$ cat src/rtl/debug_pkg.sv
// debug_pkg
// Shared definitions for the register debug path (reg_debug_tap and
// risc_debug_display). Holds the default geometry of the mirrored register
// file and the word/array types both blocks exchange.
//   NREGS     - number of architectural registers mirrored
//   XLEN      - register width in bits
//   RD_W      - width of a register index on the writeback port
//   HL_W      - width of each per-register highlight counter
//   HL_FRAMES - frames a register stays highlighted after its commit
package debug_pkg;

    localparam int NREGS     = 32;
    localparam int XLEN      = 32;
    localparam int RD_W      = 5;
    localparam int HL_W      = 5;
    localparam int HL_FRAMES = 30;

    typedef logic [XLEN-1:0] reg_word_t;
    typedef reg_word_t reg_array_t [0:NREGS-1];

endpackage

$ cat src/rtl/reg_debug_tap_hl_timer.sv
// hl_timer
// Per-register highlight down-counter. A load arms it with HL_FRAMES, each
// decrement (one per committed frame) counts it toward zero, and clear drops
// it to zero immediately, overriding load and decrement.
// Ports:
//   clock   - system clock
//   reset_n - asynchronous active-low reset
//   load    - reload the counter with HL_FRAMES
//   dec     - count down by one if nonzero
//   clear   - force the counter to zero (highest priority)
//   active  - registered (counter != 0)
module hl_timer #(
    parameter int HL_W      = debug_pkg::HL_W,
    parameter int HL_FRAMES = debug_pkg::HL_FRAMES
) (
    input  logic clock,
    input  logic reset_n,
    input  logic load,
    input  logic dec,
    input  logic clear,
    output logic active
);

    localparam logic [HL_W-1:0] LOAD_VAL = HL_W'(HL_FRAMES);

    logic [HL_W-1:0] cnt;

    always_ff @(posedge clock or negedge reset_n) begin
        if (!reset_n) begin
            cnt <= '0;
        end else if (clear) begin
            cnt <= '0;
        end else if (load) begin
            cnt <= LOAD_VAL;
        end else if (dec && (cnt != '0)) begin
            cnt <= cnt - 1'b1;
        end
    end

    // The highlight output trails the counter by one cycle so it is a clean
    // flop output for the display logic.
    always_ff @(posedge clock or negedge reset_n) begin
        if (!reset_n) begin
            active <= 1'b0;
        end else begin
            active <= (cnt != '0);
        end
    end

endmodule

$ cat src/rtl/reg_debug_tap.sv
// reg_debug_tap
// Snoops the core's register-file writeback port, keeps a live mirror of
// x0..x31 and copies it to a display snapshot once per VGA frame so the
// display never tears. Registers written since the last snapshot are
// highlighted for HL_FRAMES committed frames.
// Ports:
//   clock        - system clock
//   reset_n      - asynchronous active-low reset
//   wb_we        - core register-file write enable
//   wb_rd        - destination register index
//   wb_data      - writeback data
//   frame_start  - VGA vsync-start indicator (rising edge used)
//   freeze       - hold the displayed snapshot while high
//   clear_hl     - single-cycle pulse clearing all highlights
//   regs_demo    - committed display copy of the register file
//   changed_mask - highlight bit per register
//   wr_count     - count of accepted writes, wraps at 2^16
module reg_debug_tap #(
    parameter int NREGS     = debug_pkg::NREGS,
    parameter int XLEN      = debug_pkg::XLEN,
    parameter int HL_FRAMES = debug_pkg::HL_FRAMES,
    parameter int HL_W      = debug_pkg::HL_W
) (
    input  logic                      clock,
    input  logic                      reset_n,
    input  logic                      wb_we,
    input  logic [debug_pkg::RD_W-1:0] wb_rd,
    input  logic [XLEN-1:0]           wb_data,
    input  logic                      frame_start,
    input  logic                      freeze,
    input  logic                      clear_hl,
    output logic [XLEN-1:0]           regs_demo [0:NREGS-1],
    output logic [NREGS-1:0]          changed_mask,
    output logic [15:0]               wr_count
);

    logic [XLEN-1:0]  live [0:NREGS-1];
    logic [NREGS-1:0] dirty;
    logic [NREGS-1:0] wr_sel;
    logic             wr_accept;
    logic             fs_q;
    logic             fs_q2;
    logic             commit;

    // x0 is hardwired to zero in the core, so writes to it are never mirrored.
    assign wr_accept = wb_we && (wb_rd != '0);
    assign wr_sel    = wr_accept ? (NREGS'(1) << wb_rd) : '0;

    // The commit strobe is decoded from the two-stage frame_start history, so
    // it fires once per rising edge no matter how long frame_start stays high.
    assign commit = fs_q & ~fs_q2 & ~freeze;

    always_ff @(posedge clock or negedge reset_n) begin
        if (!reset_n) begin
            fs_q  <= 1'b0;
            fs_q2 <= 1'b0;
        end else begin
            fs_q  <= frame_start;
            fs_q2 <= fs_q;
        end
    end

    always_ff @(posedge clock or negedge reset_n) begin
        if (!reset_n) begin
            for (int i = 0; i < NREGS; i++) begin
                live[i] <= '0;
            end
        end else if (wr_accept) begin
            live[wb_rd] <= wb_data;
        end
    end

    // The snapshot takes the pre-edge mirror, so a write landing in the commit
    // cycle is left for the following frame.
    always_ff @(posedge clock or negedge reset_n) begin
        if (!reset_n) begin
            for (int i = 0; i < NREGS; i++) begin
                regs_demo[i] <= '0;
            end
        end else if (commit) begin
            regs_demo <= live;
        end
    end

    // A write in the commit cycle re-marks its register dirty after the
    // commit has cleared the rest.
    always_ff @(posedge clock or negedge reset_n) begin
        if (!reset_n) begin
            dirty <= '0;
        end else begin
            dirty <= (commit ? '0 : dirty) | wr_sel;
        end
    end

    always_ff @(posedge clock or negedge reset_n) begin
        if (!reset_n) begin
            wr_count <= '0;
        end else if (wr_accept) begin
            wr_count <= wr_count + 16'd1;
        end
    end

    // Dirty registers are re-armed on commit; clean ones age by one frame.
    for (genvar i = 0; i < NREGS; i++) begin : g_hl
        hl_timer #(
            .HL_W      (HL_W),
            .HL_FRAMES (HL_FRAMES)
        ) u_hl (
            .clock   (clock),
            .reset_n (reset_n),
            .load    (commit & dirty[i]),
            .dec     (commit & ~dirty[i]),
            .clear   (clear_hl),
            .active  (changed_mask[i])
        );
    end

endmodule

$ cat config.mk
export PLATFORM = sky130hd
export DESIGN_NAME = reg_debug_tap
export DESIGN_NICKNAME = d
export VERILOG_FILES = /design/src/rtl/debug_pkg.sv /design/src/rtl/reg_debug_tap_hl_timer.sv /design/src/rtl/reg_debug_tap.sv
export SDC_FILE = /design/constraint.sdc
export NUM_CORES = 2
export LEC_CHECK = 0
export CELL_PAD_IN_SITES_DETAIL_PLACEMENT = 1
export CELL_PAD_IN_SITES_GLOBAL_PLACEMENT = 1
export CORE_ASPECT_RATIO = 0.9
export CORE_MARGIN = 5
export CORE_UTILIZATION = 37
export CTS_CLUSTER_DIAMETER = 200
export DETAILED_ROUTE_END_ITERATION = 12
export PLACE_DENSITY_LB_ADDON = 0.1
export SKIP_LAST_GASP = 1
export SYNTH_ARGS = -nofsm -noshare
export SYNTH_HDL_FRONTEND = slang
export SYNTH_SLANG_ARGS = --single-unit
export TNS_END_PERCENT = 5
$ cat constraint.sdc
create_clock -name clock -period 1.8 [get_ports clock]
set_clock_uncertainty 0.05 [all_clocks]
set_input_delay 0.54 -clock clock [delete_from_list [all_inputs] [get_ports clock]]
set_output_delay 0.54 -clock clock [all_outputs]
set_load 0.01 [all_outputs]
==> flow_summary.ini <==
[status]
status = complete, but fails checks
violations = negative setup slack

[place]
dpl_cell_area_um2 = 108000
dpl.hpwl_um = 230000
gp_congestion = 0.818
dpl.cell_count = 12200
io_buffers = 1114

[cts]
clock_sinks = 2290
cts_max_level = 4
cts_buffer_depth = 3
clockRootBuffer = clkbuf_16
cts_tree = built
clock_latency_ns = 0.87
clk_pin_slew_ns = 0.07
numCtsBuffers = 238

[global_routing]
overflow = 0
grt_pass1_vias = 70100
grt_pass1_wl_um = 492000
grt_usage_pct = 26.6
grt_max_degree = 113
antenna_found_initial = 36

[setup_path]
r2r_start = g_hl[30].u_hl.cnt[1]$_DFFE_PN0P_
regToRegSetupSlack_ns = -0.18
required_ns = 1.21
cp_slowest_cell = dfrtp_1
reg2reg_depth = 6
crit_cells = 1
timing.critical_path.buf_inv = 1
cp-start-kind = flop
crit_chain = buf_2
crit_start = regs_demo[697]$_DFFE_PN0N_
crit_fanout = 2
crit_type = flop to primary output
worstPathArrival_ns = 1.52
r2r-end = g_hl[30].u_hl.cnt[1]$_DFFE_PN0P_
crit_family = flip-flops
max_stage_delay_ns = 0.47
cp-endpoint = regs_demo[697]
worst_setup_path_end_kind = primary output

[die]
row_count = 170
die_w_um = 525
dieArea_um2 = 249000
initial_core_util_pct = 37.1
die_y_um = 473
coreArea_um2 = 238000
ios = 1115

[yosys]
synth_nets = 7988
avgSynthCellArea_um2 = 11.2
syn_inst = 7912
netlist_area_um2 = 88300
synth_flop_cell = dfrtp_1
ys_ff_latch = 2290
ys_warn_count = 0
synth_edf_count = 0
ys_async_sr_fraction_pct = 100
ys_types = 52
yosysSeqAreaShare_pct = 64.9

[finish]
final_common_cell = nand2_1
drive_gt1_share_pct = 34.7
fin_nets = 9433
layout_common_cells = nand2_1, dfrtp_1, mux2_2, buf_2, buf_4
syn2layout_area_growth_pct = 29.1
final_cell_area_um2 = 114000
finalNonFillerCells = 12800

[routing]
wl_per_cell_um = 26.4
num_vias = 64900
drc = 0
dr.first_iter.drc_count = 4546
firstDrtPassIters = 5
drt-total-wl_um = 336000
vias_per_cell = 5.09
ant_nets = 0

[timing]
fin_crit_ns = 2.11
max-slew-margin-rel_pct = 39.3
setup_tns_ns = -266.11
timing.final.ws_setup_ns = -0.312
finalHoldViolCount = 0
max_freq_mhz = 474
slew_violations = 0
final.period_utilization_pct = 117
worst_pin_slew_ns = 0.911
finalSetupViolations = 1535
rsz0062_at_grt = yes

[min_path]
hold_class = primary input to flop
holdPathStages = 2

[pwr]
p_leak_nw = 58.5
peakVddDrop_mv = 1.09
power_density_nw_per_um2 = 1300

[flow_run]
drv_cap = 0
-- metrics by stage --
stage | setup slack (ns) | hold slack (ns) | total power [mW] | utilization (%)
floorplan | -0.0990 | 0.194 | 78.4 | -
global route | -0.364 | 0.0228 | 154 | 47.9
CTS | -0.360 | 0.00366 | 149 | 47.8
detailed placement | -0.925 | 0.317 | 99.3 | 45.2
finish | -0.312 | 0.0769 | 148 | 47.9
global placement | -0.904 | 0.314 | 98.4 | 45.2
-- power breakdown --
| part | internal, mW | total [mW] | switching, mW |
|---|---|---|---|
| registers | 61.3 | 70.0 | 8.70 |
| clock network | 29.9 | 51.8 | 21.9 |
| logic | 12.3 | 25.9 | 13.6 |
| total | 104 | 148 | 44.2 |
-- Yosys cell counts, types with 33 or more instances --
| master | number | area (µm²) |
|---|---|---|
| mux2_2 | 965 | 10900 |
| nand3_1 | 63 | 315 |
| a211oi_1 | 58 | 435 |
| nor2_1 | 218 | 818 |
| buf_2 | 219 | 1100 |
| buf_4 | 44 | 330 |
| nor3_1 | 90 | 450 |
| nand2_1 | 3122 | 11700 |
| a21oi_1 | 95 | 475 |
| inv_1 | 134 | 503 |
| clkbuf_1 | 267 | 1000 |
| ha_1 | 33 | 413 |
| dfrtp_1 | 2290 | 57300 |
-- flip-flops by register name (all words and copies together), names as in the netlist --
name              flops
live               1024
regs_demo          1024
g_hl.u_hl.cnt       160
dirty                32
g_hl.u_hl.active     32
wr_count             16
fs_q                  1
fs_q2                 1
-- how the worst min path moves through the flow --
| stage | from | to |
|---|---|---|
| 3_5_place_dp | live[1002]$_DFFE_PN0P_ | live[1002]$_DFFE_PN0P_ |
| 6_report | wb_data[24] | live[856]$_DFFE_PN0P_ |
| 4_1_cts | wb_data[24] | live[856]$_DFFE_PN0P_ |
| 2_1_floorplan | reset_n | dirty[0]$_DFF_PN0_ |
| 3_3_place_gp | live[996]$_DFFE_PN0P_ | live[996]$_DFFE_PN0P_ |
| 5_1_grt | wb_data[24] | live[856]$_DFFE_PN0P_ |
-- area by class of cell --
cell class / instances / area [µm²]
inverters: 134 / 503
fillers: 25400 / 124000
clock buffers: 338 / 6940
diodes: 11 / 27.5
clock inverters: 108 / 1290
well taps: 3182 / 3980
repair buffers: 1750 / 15200
flip-flops and latches: 2290 / 57600
multi-input cells: 4943 / 28400
-- layer usage --
layer | part of all wire, % | global-route usage (%)
met1 | 43 | 35.9
met4 | 4.3 | 10.0
met5 | 0.0039 | 0
met3 | 5.5 | 4.51
met2 | 47 | 43.3
-- kinds of logic after synthesis --
family	share of synthesized area, %
and+or+nand+nor	15.8
DFF	64.9
muxes	12.7
buffers and inverters	3.44
AOI/OAI and AO/OA	2.54
adders and majority gates	0.468
xor gates and xnor gates	0.149
-- timing repair --
action	CTS	global route
gates resized for setup	4068	217
setup buffers	84	37
setup endpoints to repair	1223	2061
hold buffers	3	0
pin swaps	0	0
cloned	0	0
endpoints found under the hold margin	843	0
Note: power is estimated with default switching activity, not from simulation.
